File: config.mk
export PLATFORM = sky130hd
export DESIGN_NAME = mem_stage
export DESIGN_NICKNAME = d
export VERILOG_FILES = /design/src/rtl/mem_stage.sv
export SDC_FILE = /design/constraint.sdc
export NUM_CORES = 1
export LEC_CHECK = 0
export ABC_AREA = 1
export BUFFER_PORTS_ARGS = -buffer_cell sky130_fd_sc_hd__buf_2
export CORE_AREA = 2 2 164 166
export CTS_BUF_LIST = sky130_fd_sc_hd__clkbuf_16
export DETAILED_ROUTE_END_ITERATION = 12
export DIE_AREA = 0 0 166 168
export PLACE_DENSITY = 0.85
export SLEW_MARGIN = 5
export SYNTH_ARGS = -nofsm -noshare
export SYNTH_HDL_FRONTEND = slang
export SYNTH_SLANG_ARGS = --single-unit
File: constraint.sdc
create_clock -name clk -period 9.9 [get_ports clk]
set_clock_uncertainty 0.05 [all_clocks]
set_input_delay 1.98 -clock clk [delete_from_list [all_inputs] [get_ports clk]]
set_output_delay 1.98 -clock clk [all_outputs]
set_load 0.01 [all_outputs]
File: src/rtl/mem_stage.sv
// mem_stage: memory-access stage of the rvcpu pipeline.
// Issues aligned loads/stores on a req/gnt/rvalid data port, lane-shifts
// store data, extracts and extends load data, and produces a registered
// writeback packet. Stalls upstream while an access is outstanding.
// Optional feature macro: MEM_MISALIGN_CHECK_EN (flag misaligned accesses
// instead of silently aligning the address down to the access size).
module mem_stage #(
  parameter int DATA_WIDTH = 64,
  parameter int ADDR_WIDTH = 64
) (
  input  logic                  clk,
  input  logic                  rst,
  input  logic                  ex_valid,
  input  logic                  ex_rd_mem,
  input  logic                  ex_wr_mem,
  input  logic [1:0]            ex_mem_size,
  input  logic                  ex_mem_unsigned,
  input  logic [ADDR_WIDTH-1:0] ex_alu_result,
  input  logic [DATA_WIDTH-1:0] ex_rs2_value,
  input  logic                  ex_reg_write,
  input  logic [4:0]            ex_dest_reg_addr,
  output logic                  mem_stall,
  output logic                  dmem_req,
  output logic                  dmem_we,
  output logic [ADDR_WIDTH-1:0] dmem_addr,
  output logic [DATA_WIDTH-1:0] dmem_wdata,
  output logic [7:0]            dmem_wstrb,
  input  logic                  dmem_gnt,
  input  logic                  dmem_rvalid,
  input  logic [DATA_WIDTH-1:0] dmem_rdata,
  output logic                  wb_valid,
  output logic                  wb_reg_write,
  output logic [4:0]            wb_dest_reg_addr,
  output logic [DATA_WIDTH-1:0] wb_data,
  output logic                  misalign_exc
);

  typedef enum logic [1:0] {
    ST_IDLE = 2'd0,
    ST_REQ  = 2'd1,
    ST_WAIT = 2'd2
  } state_t;

  // Low address bits that must be zero for an access of the given size.
  function automatic logic [2:0] f_size_mask(input logic [1:0] size);
    logic [2:0] mask;
    case (size)
      2'd0:    mask = 3'b000;
      2'd1:    mask = 3'b001;
      2'd2:    mask = 3'b011;
      2'd3:    mask = 3'b111;
      default: mask = 3'b000;
    endcase
    return mask;
  endfunction

  // Byte enables for an access of the given size starting at lane off.
  function automatic logic [7:0] f_strb(input logic [1:0] size, input logic [2:0] off);
    logic [7:0] base;
    case (size)
      2'd0:    base = 8'h01;
      2'd1:    base = 8'h03;
      2'd2:    base = 8'h0F;
      2'd3:    base = 8'hFF;
      default: base = 8'h00;
    endcase
    return base << off;
  endfunction

  // Shift the addressed bytes down to lane 0, truncate to size, then extend.
  function automatic logic [DATA_WIDTH-1:0] f_load_extend(
    input logic [DATA_WIDTH-1:0] rdata,
    input logic [2:0]            off,
    input logic [1:0]            size,
    input logic                  uns
  );
    logic [DATA_WIDTH-1:0] sh;
    logic [DATA_WIDTH-1:0] res;
    sh = rdata >> {off, 3'b000};
    case (size)
      2'd0:    res = uns ? {56'd0, sh[7:0]}  : {{56{sh[7]}}, sh[7:0]};
      2'd1:    res = uns ? {48'd0, sh[15:0]} : {{48{sh[15]}}, sh[15:0]};
      2'd2:    res = uns ? {32'd0, sh[31:0]} : {{32{sh[31]}}, sh[31:0]};
      2'd3:    res = sh;
      default: res = sh;
    endcase
    return res;
  endfunction

  state_t                r_state;
  state_t                w_next_state;
  logic                  w_done;
  logic                  w_memop;
  logic                  w_aligned;
  logic                  w_accept_mem;
  logic [2:0]            w_size_mask;
  logic [2:0]            w_off;

  logic                  r_is_load;
  logic [1:0]            r_size;
  logic                  r_unsigned;
  logic [2:0]            r_off;
  logic                  r_reg_write;
  logic [4:0]            r_rd;
  logic                  r_dmem_req;
  logic                  r_dmem_we;
  logic [ADDR_WIDTH-1:0] r_dmem_addr;
  logic [DATA_WIDTH-1:0] r_dmem_wdata;
  logic [7:0]            r_dmem_wstrb;
  logic                  r_wb_valid;
  logic                  r_wb_reg_write;
  logic [4:0]            r_wb_rd;
  logic [DATA_WIDTH-1:0] r_wb_data;
  logic                  r_misalign;

  assign w_memop     = ex_rd_mem | ex_wr_mem;
  assign w_size_mask = f_size_mask(ex_mem_size);

`ifdef MEM_MISALIGN_CHECK_EN
  assign w_aligned = ~|(ex_alu_result[2:0] & w_size_mask);
  assign w_off     = ex_alu_result[2:0];
`else
  // Without the check, sub-size address bits are dropped before lane select.
  assign w_aligned = 1'b1;
  assign w_off     = ex_alu_result[2:0] & ~w_size_mask;
`endif

  assign w_accept_mem = (r_state == ST_IDLE) & ex_valid & w_memop & w_aligned;

  // Next-state, completion detect and upstream stall.
  always_comb begin
    w_next_state = r_state;
    w_done       = 1'b0;
    case (r_state)
      ST_IDLE: begin
        if (w_accept_mem) w_next_state = ST_REQ;
        else              w_next_state = ST_IDLE;
      end
      ST_REQ: begin
        if (dmem_gnt) begin
          w_done       = ~r_is_load;
          w_next_state = r_is_load ? ST_WAIT : ST_IDLE;
        end else begin
          w_next_state = ST_REQ;
        end
      end
      ST_WAIT: begin
        if (dmem_rvalid) begin
          w_done       = 1'b1;
          w_next_state = ST_IDLE;
        end else begin
          w_next_state = ST_WAIT;
        end
      end
      default: begin
        w_done       = 1'b0;
        w_next_state = ST_IDLE;
      end
    endcase
    mem_stall = w_accept_mem | ((r_state != ST_IDLE) & ~w_done);
  end

  // State register.
  always_ff @(posedge clk or posedge rst) begin
    if (rst) r_state <= ST_IDLE;
    else     r_state <= w_next_state;
  end

  // Op latch, memory port registers and writeback packet.
  always_ff @(posedge clk or posedge rst) begin
    if (rst) begin
      r_is_load      <= 1'b0;
      r_size         <= 2'd0;
      r_unsigned     <= 1'b0;
      r_off          <= 3'd0;
      r_reg_write    <= 1'b0;
      r_rd           <= 5'd0;
      r_dmem_req     <= 1'b0;
      r_dmem_we      <= 1'b0;
      r_dmem_addr    <= {ADDR_WIDTH{1'b0}};
      r_dmem_wdata   <= {DATA_WIDTH{1'b0}};
      r_dmem_wstrb   <= 8'h00;
      r_wb_valid     <= 1'b0;
      r_wb_reg_write <= 1'b0;
      r_wb_rd        <= 5'd0;
      r_wb_data      <= {DATA_WIDTH{1'b0}};
      r_misalign     <= 1'b0;
    end else begin
      r_wb_valid <= 1'b0;
      r_misalign <= 1'b0;
      case (r_state)
        ST_IDLE: begin
          if (ex_valid && !w_memop) begin
            r_wb_valid     <= 1'b1;
            r_wb_reg_write <= ex_reg_write;
            r_wb_rd        <= ex_dest_reg_addr;
            r_wb_data      <= ex_alu_result;
          end else if (ex_valid && !w_aligned) begin
            r_wb_valid     <= 1'b1;
            r_wb_reg_write <= 1'b0;
            r_wb_rd        <= ex_dest_reg_addr;
            r_wb_data      <= {DATA_WIDTH{1'b0}};
            r_misalign     <= 1'b1;
          end else if (w_accept_mem) begin
            // A load/store pair is treated as a load.
            r_is_load    <= ex_rd_mem;
            r_size       <= ex_mem_size;
            r_unsigned   <= ex_mem_unsigned;
            r_off        <= w_off;
            r_reg_write  <= ex_reg_write;
            r_rd         <= ex_dest_reg_addr;
            r_dmem_req   <= 1'b1;
            r_dmem_we    <= ~ex_rd_mem;
            r_dmem_addr  <= {ex_alu_result[ADDR_WIDTH-1:3], 3'b000};
            r_dmem_wdata <= ex_rs2_value << {w_off, 3'b000};
            r_dmem_wstrb <= ex_rd_mem ? 8'h00 : f_strb(ex_mem_size, w_off);
          end
        end
        ST_REQ: begin
          if (dmem_gnt) begin
            r_dmem_req <= 1'b0;
            r_dmem_we  <= 1'b0;
            if (!r_is_load) begin
              r_wb_valid     <= 1'b1;
              r_wb_reg_write <= 1'b0;
              r_wb_rd        <= r_rd;
            end
          end
        end
        ST_WAIT: begin
          if (dmem_rvalid) begin
            r_wb_valid     <= 1'b1;
            r_wb_reg_write <= r_reg_write;
            r_wb_rd        <= r_rd;
            r_wb_data      <= f_load_extend(dmem_rdata, r_off, r_size, r_unsigned);
          end
        end
        default: begin
          r_dmem_req <= 1'b0;
        end
      endcase
    end
  end

  assign dmem_req         = r_dmem_req;
  assign dmem_we          = r_dmem_we;
  assign dmem_addr        = r_dmem_addr;
  assign dmem_wdata       = r_dmem_wdata;
  assign dmem_wstrb       = r_dmem_wstrb;
  assign wb_valid         = r_wb_valid;
  assign wb_reg_write     = r_wb_reg_write;
  assign wb_dest_reg_addr = r_wb_rd;
  assign wb_data          = r_wb_data;
  assign misalign_exc     = r_misalign;

endmodule

==> impl_metrics.json <==
{
  "status": "completed",
  "clk_latency_ns": 0.51,
  "worstPathMaxFanout": 3,
  "r2r-start": "r_off[0]",
  "die_h_um": 168,
  "multiInputGateArea_sq_um": 6106,
  "row_count": 60,
  "p_per_area_nw_per_um2": 331.1,
  "min_from": "dmem_addr[3]",
  "worstSetupEndpointType": "primary output",
  "slowest_delay_ns": 0.17,
  "die_x_um": 166,
  "fin_crit_sh_pct": 47.29,
  "cp.required_ns": 7.87,
  "wl_per_cell_um": 18.94,
  "vias": 14110,
  "routed_wirelength_um": 47620,
  "maxSlewViolCount": 0,
  "num-fill-cells": 2476,
  "grt_pass1_vias": 12970,
  "fin_tns_setup_ns": 0,
  "grt_pass1_wl_um": 71880,
  "nets": 2366,
  "via_per_inst": 5.614,
  "finalWorstSetupSlack_ns": 5.218,
  "fin_util_pct": 58.69,
  "grt.busiest_layer": "met2",
  "clock-root-buffer": "clkbuf_16",
  "ff_latch_area_sq_um": 5532,
  "post_cts_resized": 0,
  "drc": 0,
  "clockBufferDepth": 3,
  "met3_usage_pct": 6.065,
  "ff2ff_setup_slack_ns": 6.26,
  "syn_area_per_cell_sq_um": 6.921,
  "leakage_nw": 8.458,
  "crit_type": "in -> out",
  "postCtsSetupRepairBufs": 0,
  "clock-sinks": 221,
  "tightest_slew_ns": 1.243,
  "r2r-end": "wb_data[55]",
  "finalCriticalPeriod_ns": 4.682,
  "synth_enable_flop_cells": 0,
  "met2_usage_pct": 54.65,
  "ant_nets": 0,
  "pin_count": 419,
  "rsz0062_at_grt": "false",
  "gp_congestion": 0.9668,
  "globalRouteMet1Util_pct": 41.85,
  "coreArea_sq_um": 26350,
  "drive_gt1_share_pct": 22.39,
  "ys_ff_latch": 221,
  "r2r_cells": 11,
  "hold_viol": 0,
  "drt_iter0_drc": 1916,
  "setup_violations": 0,
  "cts_buffers": 25,
  "die_area_sq_um": 27890,
  "vdd_drop_max_mv": 0.1991,
  "pwr-share-seq_pct": 32.4,
  "start_util_pct": 48.06,
  "antenna_found_initial": 2,
  "maxCapViolCount": 0,
  "critPathSlowestCell": "nor2_2",
  "p_sw_share_pct": 46.88,
  "port_buffers": 414,
  "combPwrFrac_pct": 50.1,
  "arrival_ns": 2.65,
  "synth_cells": 1830,
  "yosysWarnings": 0,
  "setup.worst_path.start": "ex_rd_mem",
  "cp_top_family": "buffers and inverters",
  "grt-ovfl-total": 0,
  "whs_endpoint": "dmem_addr[3]",
  "place_hpwl_um": 34140,
  "grt_usage_pct": 32.48,
  "path_cells": "buf_2 > nor2_2 > nor3_4 > o22ai_1 > inv_1 > buf_2",
  "syn_area_sq_um": 12660,
  "cts_tree": "built",
  "area_growth_pct": 22.12,
  "startpoint_type": "input port",
  "hold_depth": 2,
  "path_clk_slew_ns": 0.05,
  "timing.fmax_ghz": 0.2136,
  "crit_buf_inv": 3,
  "slew_headroom_pct": 17.13,
  "first_pass_iters": 6,
  "clock_power_share_pct": 17.4,
  "grt_max_degree": 142,
  "dpl_worst_slack_ns": 5.219,
  "p_int_mw": 2.720,
  "ys.flop_type": "dfrtp_1",
  "synth-async-reset-ratio_pct": 100.0,
  "hp-class": "reg -> reg",
  "switchingPower_mw": 2.401,
  "yosysSeqAreaShare_pct": 43.67,
  "ctsHoldBuffers": 0,
  "yosysUniqueCellTypes": 32,
  "critPathMostFrequentCell": "buf_2",
  "htreeDepth": 1
}
layout by cell type (no fill, tap or decap), drive strengths merged:
cell type,count
diode,2
dfrtp,221
nor2,112
nand2,712
a32oi,1
a22o,28
a21oi,115
inv,124
nor4,1
bufinv,2
clkinv,10
conb,4
buf,427
a31oi,7
o22ai,9
or2,1
nand4,5
o31ai,1
o211ai,30
nor3,3
clkinvlp,2
nand3,84
o21ai,228
a22oi,15
clkbuf,25
ha,4
final cells by class:
| type | count | area share, % |
|---|---|---|
| timing repair buffer | 427 | 14.03 |
| clock buffer | 25 | 4.045 |
| clock inverter | 19 | 0.9223 |
| antenna | 2 | 0.03236 |
| sequential | 221 | 35.77 |
| multi-input combinational | 1360 | 39.48 |
| tap | 341 | 2.759 |
| inverter | 119 | 2.969 |
state kept, by name, indices dropped and copies added, names as in the netlist:
signal / flops
wb_valid: 1
wb_reg_write: 1
r_reg_write: 1
wb_dest_reg_addr: 5
dmem_req: 1
dmem_wdata: 64
dmem_we: 1
r_size: 2
r_is_load: 1
wb_data: 64
r_unsigned: 1
r_state: 2
dmem_addr: 61
r_rd: 5
dmem_wstrb: 8
r_off: 3
Yosys cell counts (all sizes together) (15+ instances only):
master	number	area, sq um
inv	119	446.7
dfrtp	221	5530
buf	73	385.4
o211ai	30	225.2
nand3	84	425.4
o21ai	228	1141
clkbuf	60	226.5
nand2	712	2680
a22o	28	245.2
nor2	112	425.4
a21oi	115	575.6
a22oi	15	112.6
how the worst max path moves through the flow:
stage | depth (start not counted) | slack (ns) | to
floorplan | 1 | 1.82 | dmem_addr[10]
global placement | 6 | 5.23 | mem_stall
detailed placement | 6 | 5.22 | mem_stall
CTS | 6 | 5.22 | mem_stall
global route | 6 | 5.14 | mem_stall
finish | 6 | 5.22 | mem_stall
worst reg2reg max path, delay by kind of cell (launching register included):
family	cells	cell delay (ns)
buf+inv	2	1.70
simple gates	9	1.06
flops	1	0.78
stage by stage:
| step | instance area, sq um | std cells | power (mW) | hold slack [ns] |
|---|---|---|---|---|
| 6_report | 15470 | 2514 | 5.121 | 0.4184 |
| 4_1_cts | 15460 | 2512 | 5.096 | 0.4264 |
| 3_3_place_gp | 14690 | 2468 | 4.125 | 0.4048 |
| 3_5_place_dp | 14690 | 2468 | 4.186 | 0.4079 |
| 2_1_floorplan | 12680 | 1833 | 3.219 | 0.4033 |
| 5_1_grt | 15470 | 2514 | 5.466 | 0.4492 |
power by group through the flow:
stage / logic [mW] / registers, mW / clock network [mW]
CTS: 2.55 / 1.65 / 0.899
global placement: 2.48 / 1.65 / 0
floorplan: 1.45 / 1.77 / 0
detailed placement: 2.53 / 1.65 / 0
finish: 2.57 / 1.66 / 0.893
global route: 2.82 / 1.70 / 0.938
cells by family after synthesis:
kind of cell               after synthesis  synth area share (%)
buffers and inverters                  252                 8.358
and+or+nand+nor                        918                 28.47
DFF                                    221                 43.67
AOI/OAI and AO/OA                      434                 19.08
adders and majority gates                4                0.3952
other                                    1               0.02961
routing by layer:
| layer | up-vias | routed length [um] |
|---|---|---|
| met5 | - | 0 |
| met4 | 0 | 2088 |
| met3 | 123 | 4373 |
| met2 | 822 | 22690 |
| met1 | 6603 | 18470 |
| li1 | 6565 | - |
Note: power is estimated with default switching activity, not from simulation.
